===== src/rtl/time_keeper.sv =====
`timescale 1ns/1ps
// time_keeper
//   Wall-clock core: divides clk down to a 1 Hz tick and keeps binary
//   hour/min/sec. A button-driven set mode lets the user edit hours and minutes.
//
//   Ports
//     clk, rst     system clock; asynchronous active-high reset
//     mode_btn     one-cycle pulse: RUN -> SET_HOUR -> SET_MIN -> RUN
//     inc_btn      one-cycle pulse: increments the field being edited
//     hour         0..23, binary
//     min, sec     0..59, binary
//     sec_tick     one-cycle pulse each time the prescaler wraps
//     edit_field   0 = RUN, 1 = editing hour, 2 = editing minute
//     blink        display blink enable: 1 in RUN, toggles per tick while editing
module time_keeper #(
   parameter int unsigned CLK_HZ = 50000000,
   parameter int unsigned PRE_W  = 26
) (
   input  logic       clk,
   input  logic       rst,
   input  logic       mode_btn,
   input  logic       inc_btn,
   output logic [4:0] hour,
   output logic [5:0] min,
   output logic [5:0] sec,
   output logic       sec_tick,
   output logic [1:0] edit_field,
   output logic       blink
);

   typedef enum logic [1:0] {
      RUN      = 2'd0,
      SET_HOUR = 2'd1,
      SET_MIN  = 2'd2
   } state_t;

   localparam logic [PRE_W-1:0] PRE_LAST = PRE_W'(CLK_HZ - 1);

   state_t           state;
   state_t           state_nx;
   logic [PRE_W-1:0] pre;
   logic             wrap;

   logic             enter_edit;
   logic             exit_edit;
   logic             run_tick;
   logic             inc_hour;
   logic             inc_min;

   assign wrap = (pre == PRE_LAST);

   // Next state and per-cycle strobes. A mode press always wins over inc.
   always_comb begin
      state_nx   = state;
      enter_edit = 1'b0;
      exit_edit  = 1'b0;
      run_tick   = 1'b0;
      inc_hour   = 1'b0;
      inc_min    = 1'b0;
      case (state)
         RUN: begin
            run_tick = wrap;
            if (mode_btn) begin
               state_nx   = SET_HOUR;
               enter_edit = 1'b1;
            end
         end
         SET_HOUR: begin
            if (mode_btn) state_nx = SET_MIN;
            else          inc_hour = inc_btn;
         end
         SET_MIN: begin
            if (mode_btn) begin
               state_nx  = RUN;
               exit_edit = 1'b1;
            end else begin
               inc_min = inc_btn;
            end
         end
         default: state_nx = RUN;
      endcase
   end

   always_ff @(posedge clk or posedge rst) begin
      if (rst) state <= RUN;
      else     state <= state_nx;
   end

   // The state register is itself the registered edit_field output.
   assign edit_field = state;

   always_ff @(posedge clk or posedge rst) begin
      if (rst) begin
         pre      <= '0;
         sec_tick <= 1'b0;
      end else begin
         sec_tick <= wrap;
         // Leaving set mode restarts the second so the first tick is a full period away.
         if (wrap || exit_edit) pre <= '0;
         else                   pre <= pre + 1'b1;
      end
   end

   always_ff @(posedge clk or posedge rst) begin
      if (rst) begin
         hour <= '0;
         min  <= '0;
         sec  <= '0;
      end else if (run_tick) begin
         // All carries resolve on one edge: 23:59:59 -> 00:00:00.
         if (sec == 6'd59) begin
            sec <= '0;
            if (min == 6'd59) begin
               min  <= '0;
               hour <= (hour == 5'd23) ? '0 : hour + 5'd1;
            end else begin
               min <= min + 6'd1;
            end
         end else begin
            sec <= sec + 6'd1;
         end
      end else begin
         if (inc_hour) hour <= (hour == 5'd23) ? '0 : hour + 5'd1;
         if (inc_min)  min  <= (min == 6'd59) ? '0 : min + 6'd1;
         if (exit_edit) sec <= '0;
      end
   end

   always_ff @(posedge clk or posedge rst) begin
      if (rst)                            blink <= 1'b1;
      else if (enter_edit)                blink <= 1'b0;
      else if (exit_edit)                 blink <= 1'b1;
      else if (state != RUN && wrap)      blink <= ~blink;
   end

endmodule


===== config.mk =====
export PLATFORM = sky130hd
export DESIGN_NAME = time_keeper
export DESIGN_NICKNAME = d
export VERILOG_FILES = /design/src/rtl/time_keeper.sv
export SDC_FILE = /design/constraint.sdc
export NUM_CORES = 1
export LEC_CHECK = 0
export CAP_MARGIN = 15
export CELL_PAD_IN_SITES_DETAIL_PLACEMENT = 0
export CELL_PAD_IN_SITES_GLOBAL_PLACEMENT = 1
export CORE_MARGIN = 2
export CORE_UTILIZATION = 44
export CTS_CLUSTER_DIAMETER = 150
export DETAILED_ROUTE_END_ITERATION = 10
export GPL_TIMING_DRIVEN = 0
export PLACE_DENSITY = 0.78
export SYNTH_ARGS = -nofsm -noshare
export SYNTH_HDL_FRONTEND = slang
export SYNTH_SLANG_ARGS = --single-unit

===== constraint.sdc =====
create_clock -name clk -period 2.67 [get_ports clk]
set_input_delay 0.801 -clock clk [delete_from_list [all_inputs] [get_ports clk]]
set_output_delay 0.801 -clock clk [all_outputs]
set_load 0.02 [all_outputs]

==> out/qor.yml <==
hold_path_depth: 1
ys_top_cells_by_area: "dfrtp_1, nor2_1, xor2_1"
critPathLaunchType: "flip-flop"
power.clock.fraction: 0.198
syn_area_per_cell_um2: 9.87
hold_start: "pre[0]"
firstDrtPassIters: 4
hold_violations: 0
io_buffer_count: 23
worstSkewPairLatency_ns: 0.29
synth.top_cell.area_share: 0.488
fin_area_um2: 2790
ys_ff_latch: 47
rsz0062_at_grt: "false"
tritoncts: "built"
fin_tns_setup_ns: 0
max_slew.worst_pin.slew_ns: 0.759
netlist_area_um2: 2360
antenna_found_initial: 0
maxCapViolations: 0
fin_skew_ns: 0.00304
grt.total_usage: 0.162
diodes: 0
max_stage_delay_ns: 0.72
pre_cts_ws_ns: 0.0240
htreeDepth: 2
path_class: "reg2reg"
grt_overflow_total: 0
switching_share: 0.349
reg2reg_from: "pre[0]"
ys.flop_type: "dfrtp_1"
dpl_cell_area_um2: 2700
yosys.area.top_type: "dfrtp_1"
holdWs_ns: 0.515
p_per_area_nw_per_um2: 732
grt_max_degree: 33
power_mw: 2.05
final_common_cell: "dfrtp_1"
cts_root_buf: "clkbuf_8"
layout_setup_ws_ns: 0.196
die-area_um2: 5970
leakagePower_nw: 1.22
drc: 0
io-pin-count: 25
status: "complete, no violations"
slowest_stage: "nor4_1"
ant_nets: 0
cts.path.max_buffers: 2
p_comb_frac: 0.318
synth_edf_count: 0
required_ns: 2.89
switchingPower_uw: 714
timing.final.crit_share: 0.927
rrSetupSlack_ns: 0.20
ff2ff_path_depth: 6
wl_per_cell_um: 12.9
ys_warn_count: 0
hpwlAfterDp_mm: 3.15
clk_pin_slew_ns: 0.08
syn_nets: 247
initial_core_util: 0.459
synth.distinct_cells: 43
rows: 26
clock_sinks: 47
slew_headroom: 0.489
critPathArrivalTime_ns: 2.69
p_seq_frac: 0.484
async_flop_share: 1.00
drt_iter0_markers: 71
min_period_ns: 2.47
cts_buffers: 5
dieHeight_um: 77.2
avgViaCountPerCell: 5.13
worstPathMaxFanout: 5
ys_seq_area_frac: 0.499
fin_nets: 280
grt_pass1_wl_mm: 7.86
most-common-layout-cells: "dfrtp_1, nor2_1, clkdlybuf4s50_1, nand2_1, xor2_1"
wl_mm: 4.44
endpoint_kind: "flip-flop"
p_int_mw: 1.33
grt_pass1_vias: 1660
drive_gt1_frac: 0.0879
slew_violations: 0
hold-path-endpoint: "pre[0]"
cpLargestDelayFamily: "simple AND/OR/NAND/NOR gates"
r2r_end: "pre[24]"
final_core_util: 0.544
vias: 1759
synthToLayoutAreaGrowth_pct: 18.4
setup_viol: 0
clock.fmax_mhz: 404
die_x_um: 77.2
hold_class: "reg2reg"
cp_cell_sequence: "ha_1 -> nand3_1 -> nor4_1 -> nand4_1 -> or3_1 -> a21oi_1"
syn_inst: 239
stdcell_count: 343
critPathBufInv: 0
cts_hold_buf: 0
gp_congestion: 0.751
placedCellCount: 333
ir_worst_vdd_mv: 0.380
core_um2: 5140
kinds of logic (layout without fill, tap and decap cells):
logic type	count (synthesis)	after routing	synth area share
simple gates	111	111	0.235
flops	47	47	0.499
compound gates	32	32	0.104
xor+xnor	27	27	0.100
buf+inv	15	49	0.0260
fa+ha+maj	4	4	0.0212
mux	3	3	0.0143
repair_timing:
item / CTS / global route
endpoints found under the setup margin: 1 / 0
buffers inserted: 2 / 0
resized for setup: 0 / 0
per-layer routing:
layer	GRT usage	wire length, um
met4	0.0500	39
met3	0.0400	137
met5	0	0
met1	0.235	2220
met2	0.240	2040
cells in the mapped netlist (all sizes together), types with 4 or more instances:
cell	instances
nor3	6
and3	5
nand3	12
inv	8
xor2	15
buf	4
o21ai	10
ha	4
nor2	44
dfrtp	46
nand4	7
nand2	19
xnor2	12
power by group through the flow:
stage | Clock (mW) | Sequential, mW | Combinational [mW]
global route | 0.458 | 1.02 | 0.726
finish | 0.406 | 0.989 | 0.651
global placement | 0 | 1.00 | 0.638
detailed placement | 0 | 1.00 | 0.655
CTS | 0.430 | 0.991 | 0.663
floorplan | 0 | 1.07 | 0.329
layout make-up:
cell class | count | area, um^2
buffer | 7 | 31.3
multi-input combinational | 177 | 1120
tap | 70 | 87.6
clock buffer | 7 | 76.3
sequential | 47 | 1180
inverter | 8 | 30.0
timing repair buffer | 26 | 265
fill | 489 | 2350
clock inverter | 1 | 5.00
sequential cells by signal, summed over array words and instances, names as in the netlist:
name	flops
hour	5
edit_field	2
sec	6
min	6
sec_tick	1
pre	26
blink	1
worst max path at each step:
stage / from / end / slack [ns] / depth (start not counted)
after detailed placement: pre[0] / hour[3] / 0.02 / 7
after global placement: rst / hour[1] / -0.23 / 2
after CTS: pre[0] / hour[3] / 0.19 / 7
final: pre[0] / pre[24] / 0.20 / 6
after floorplan: pre[0] / hour[3] / 0.41 / 7
after global routing: pre[0] / min[2] / 0.008 / 9
Note: power is estimated with default switching activity, not from simulation.
==> RTL edit: new RTL, config.mk and constraints unchanged <==
Register the inputs `mode_btn` and `inc_btn` before use, without a reset. The logic sees them one clock later. Comments in the files are not updated.
--- a/src/rtl/time_keeper.sv
+++ b/src/rtl/time_keeper.sv
@@ -37,4 +37,12 @@
    localparam logic [PRE_W-1:0] PRE_LAST = PRE_W'(CLK_HZ - 1);
 
+   logic mode_btn_q;
+   logic inc_btn_q;
+
+   always_ff @(posedge clk) begin
+      mode_btn_q <= mode_btn;
+      inc_btn_q  <= inc_btn;
+   end
+
    state_t           state;
    state_t           state_nx;
@@ -61,5 +69,5 @@
          RUN: begin
             run_tick = wrap;
-            if (mode_btn) begin
+            if (mode_btn_q) begin
                state_nx   = SET_HOUR;
                enter_edit = 1'b1;
@@ -67,13 +75,13 @@
          end
          SET_HOUR: begin
-            if (mode_btn) state_nx = SET_MIN;
-            else          inc_hour = inc_btn;
+            if (mode_btn_q) state_nx = SET_MIN;
+            else          inc_hour = inc_btn_q;
          end
          SET_MIN: begin
-            if (mode_btn) begin
+            if (mode_btn_q) begin
                state_nx  = RUN;
                exit_edit = 1'b1;
             end else begin
-               inc_min = inc_btn;
+               inc_min = inc_btn_q;
             end
          end
Check against the original RTL: not equivalent (Yosys sat finds a counterexample within 4 cycles, from zero or initial values and one cycle with rst high).
==> RTL edit against the original RTL <==
- worst setup slack gained 0.12 ns
- largest power group unchanged
- global-route usage grew 1.1 points
- synthesized area grew 6.3%
- power grew 0.22%
- worst hold slack gained 0.018 ns
- wire length grew 13%
- sequential cell count grew 2
- critical path depth grew 1
- non-clock buffer count shrank 3
- cell area grew 6.0%
==> RTL edit: results (changes against the original RTL) <==
| Metric | Value |
|---|---|
| Placement-stage cell area | `2860 um^2 (+6.0%)` |
| Met3 track demand over resource in global routing | `3.39% (-0.61 points)` |
| Critical Path Fanout Max | `10 (+5)` |
| Port Buffer Count | `24 (+4.3%)` |
| Wire per inst | `14.1 um (+9.2%)` |
| Max-slew headroom at the worst pin | `60.2% (+11 points)` |
| Worst voltage drop across the vdd grid | `0.000466 V (+23%)` |
| R2r worst-path depth | `7 (+1)` |
| Total nets after synthesis | `257 (+4.0%)` |
| Multi-input comb cells | `187 (+5.6%)` |
| Met1 Resource Use GR | `23.8% (+0.29 points)` |
| Top cells by area, synth | `dfrtp_1, nor2_1, xnor2_1` |
| Layout cell share with drive strength beyond 1 | `10.3% (+1.5 points)` |
| Pin count of the biggest net entering global routing | `28 (-15%)` |
| Run status | `finished, final reports clean` |
| Placed Cells incl. Taps | `346 (+3.9%)` |
| Seq/total area | `41.1% (-1.0 points)` |
| Violation count after the first detailed-routing iteration | `70 (-1.4%)` |
| First-pass GRT wire length | `8.70 mm (+11%)` |
| Pint | `0.00137 W (+2.7%)` |
| Number of optimization iterations in the first detailed-route pass | `5 (+1)` |
| WL met3 | `163 um (+19%)` |
| Total GRT Usage | `17.3% (+1.1 points)` |
| Met2 routed wirelength | `2.31 mm (+13%)` |
| Fraction of the mapped netlist area in adder cells | `2.00% (-0.13 points)` |
| Stage delay of the slowest cell on the critical path | `0.48 ns (-0.24 ns)` |
| Worst setup slack before clock tree synthesis | `0.298 ns (+0.274 ns)` |
| GR Util met2 | `27.2% (+3.2 points)` |
| Launch instance of the worst min-delay path | `min[0]$_DFFE_PP0P_` |
| Metal1 wirelength | `2.48 mm (+12%)` |
| Final estimated routing congestion in global placement | `0.778 (+3.6%)` |
| Share of cell area taken by muxes after synthesis | `3.54% (+2.1 points)` |
| Final Cell Area | `2960 um^2 (+6.0%)` |
| List of most frequent post-synthesis cells | `dfrtp_1, nor2_1, nand3_1, nand2_1` |
| Clock share of power | `23.8% (+4.0 points)` |
| Clk cell area share | `3.42% (+0.51 points)` |
| Proportion of cell area occupied by multi-input gates | `41.8% (+1.7 points)` |
| Non-clock buffers, area share | `9.55% (-1.1 points)` |
| Leakage dissipation | `1.28 nW (+4.3%)` |
| Worst Hold End | `min[0]$_DFFE_PP0P_` |
| Fill cell count | `500 (+2.2%)` |
## RTL edit: cell count changes after synthesis, sizes merged, moves of 3 or more
cell / before / now
and4: 1 / 7
o31ai: 3 / 0
or2: 1 / 4
nor4: 2 / 7
o41ai: 3 / 0
nor3b: 2 / 5
nor4b: 3 / 0
mux2: 3 / 7
nor2: 44 / 35
nand3: 12 / 20
## RTL edit: worst max-delay path by stage
stage / start / endpoint / slack (ns) / cells after the start
global route: pre[0]$_DFF_PP0_ / pre[16]$_DFF_PP0_ / 0.11 / 7
CTS: pre[0]$_DFF_PP0_ / pre[24]$_DFF_PP0_ / 0.28 / 7
finish: pre[0]$_DFF_PP0_ / pre[24]$_DFF_PP0_ / 0.32 / 7
global placement: rst / pre[22]$_DFF_PP0_ / -0.25 / 2
detailed placement: pre[0]$_DFF_PP0_ / pre[24]$_DFF_PP0_ / 0.30 / 7
floorplan: sec[0]$_DFFE_PP0P_ / hour[3]$_DFFE_PP0P_ / 0.46 / 6
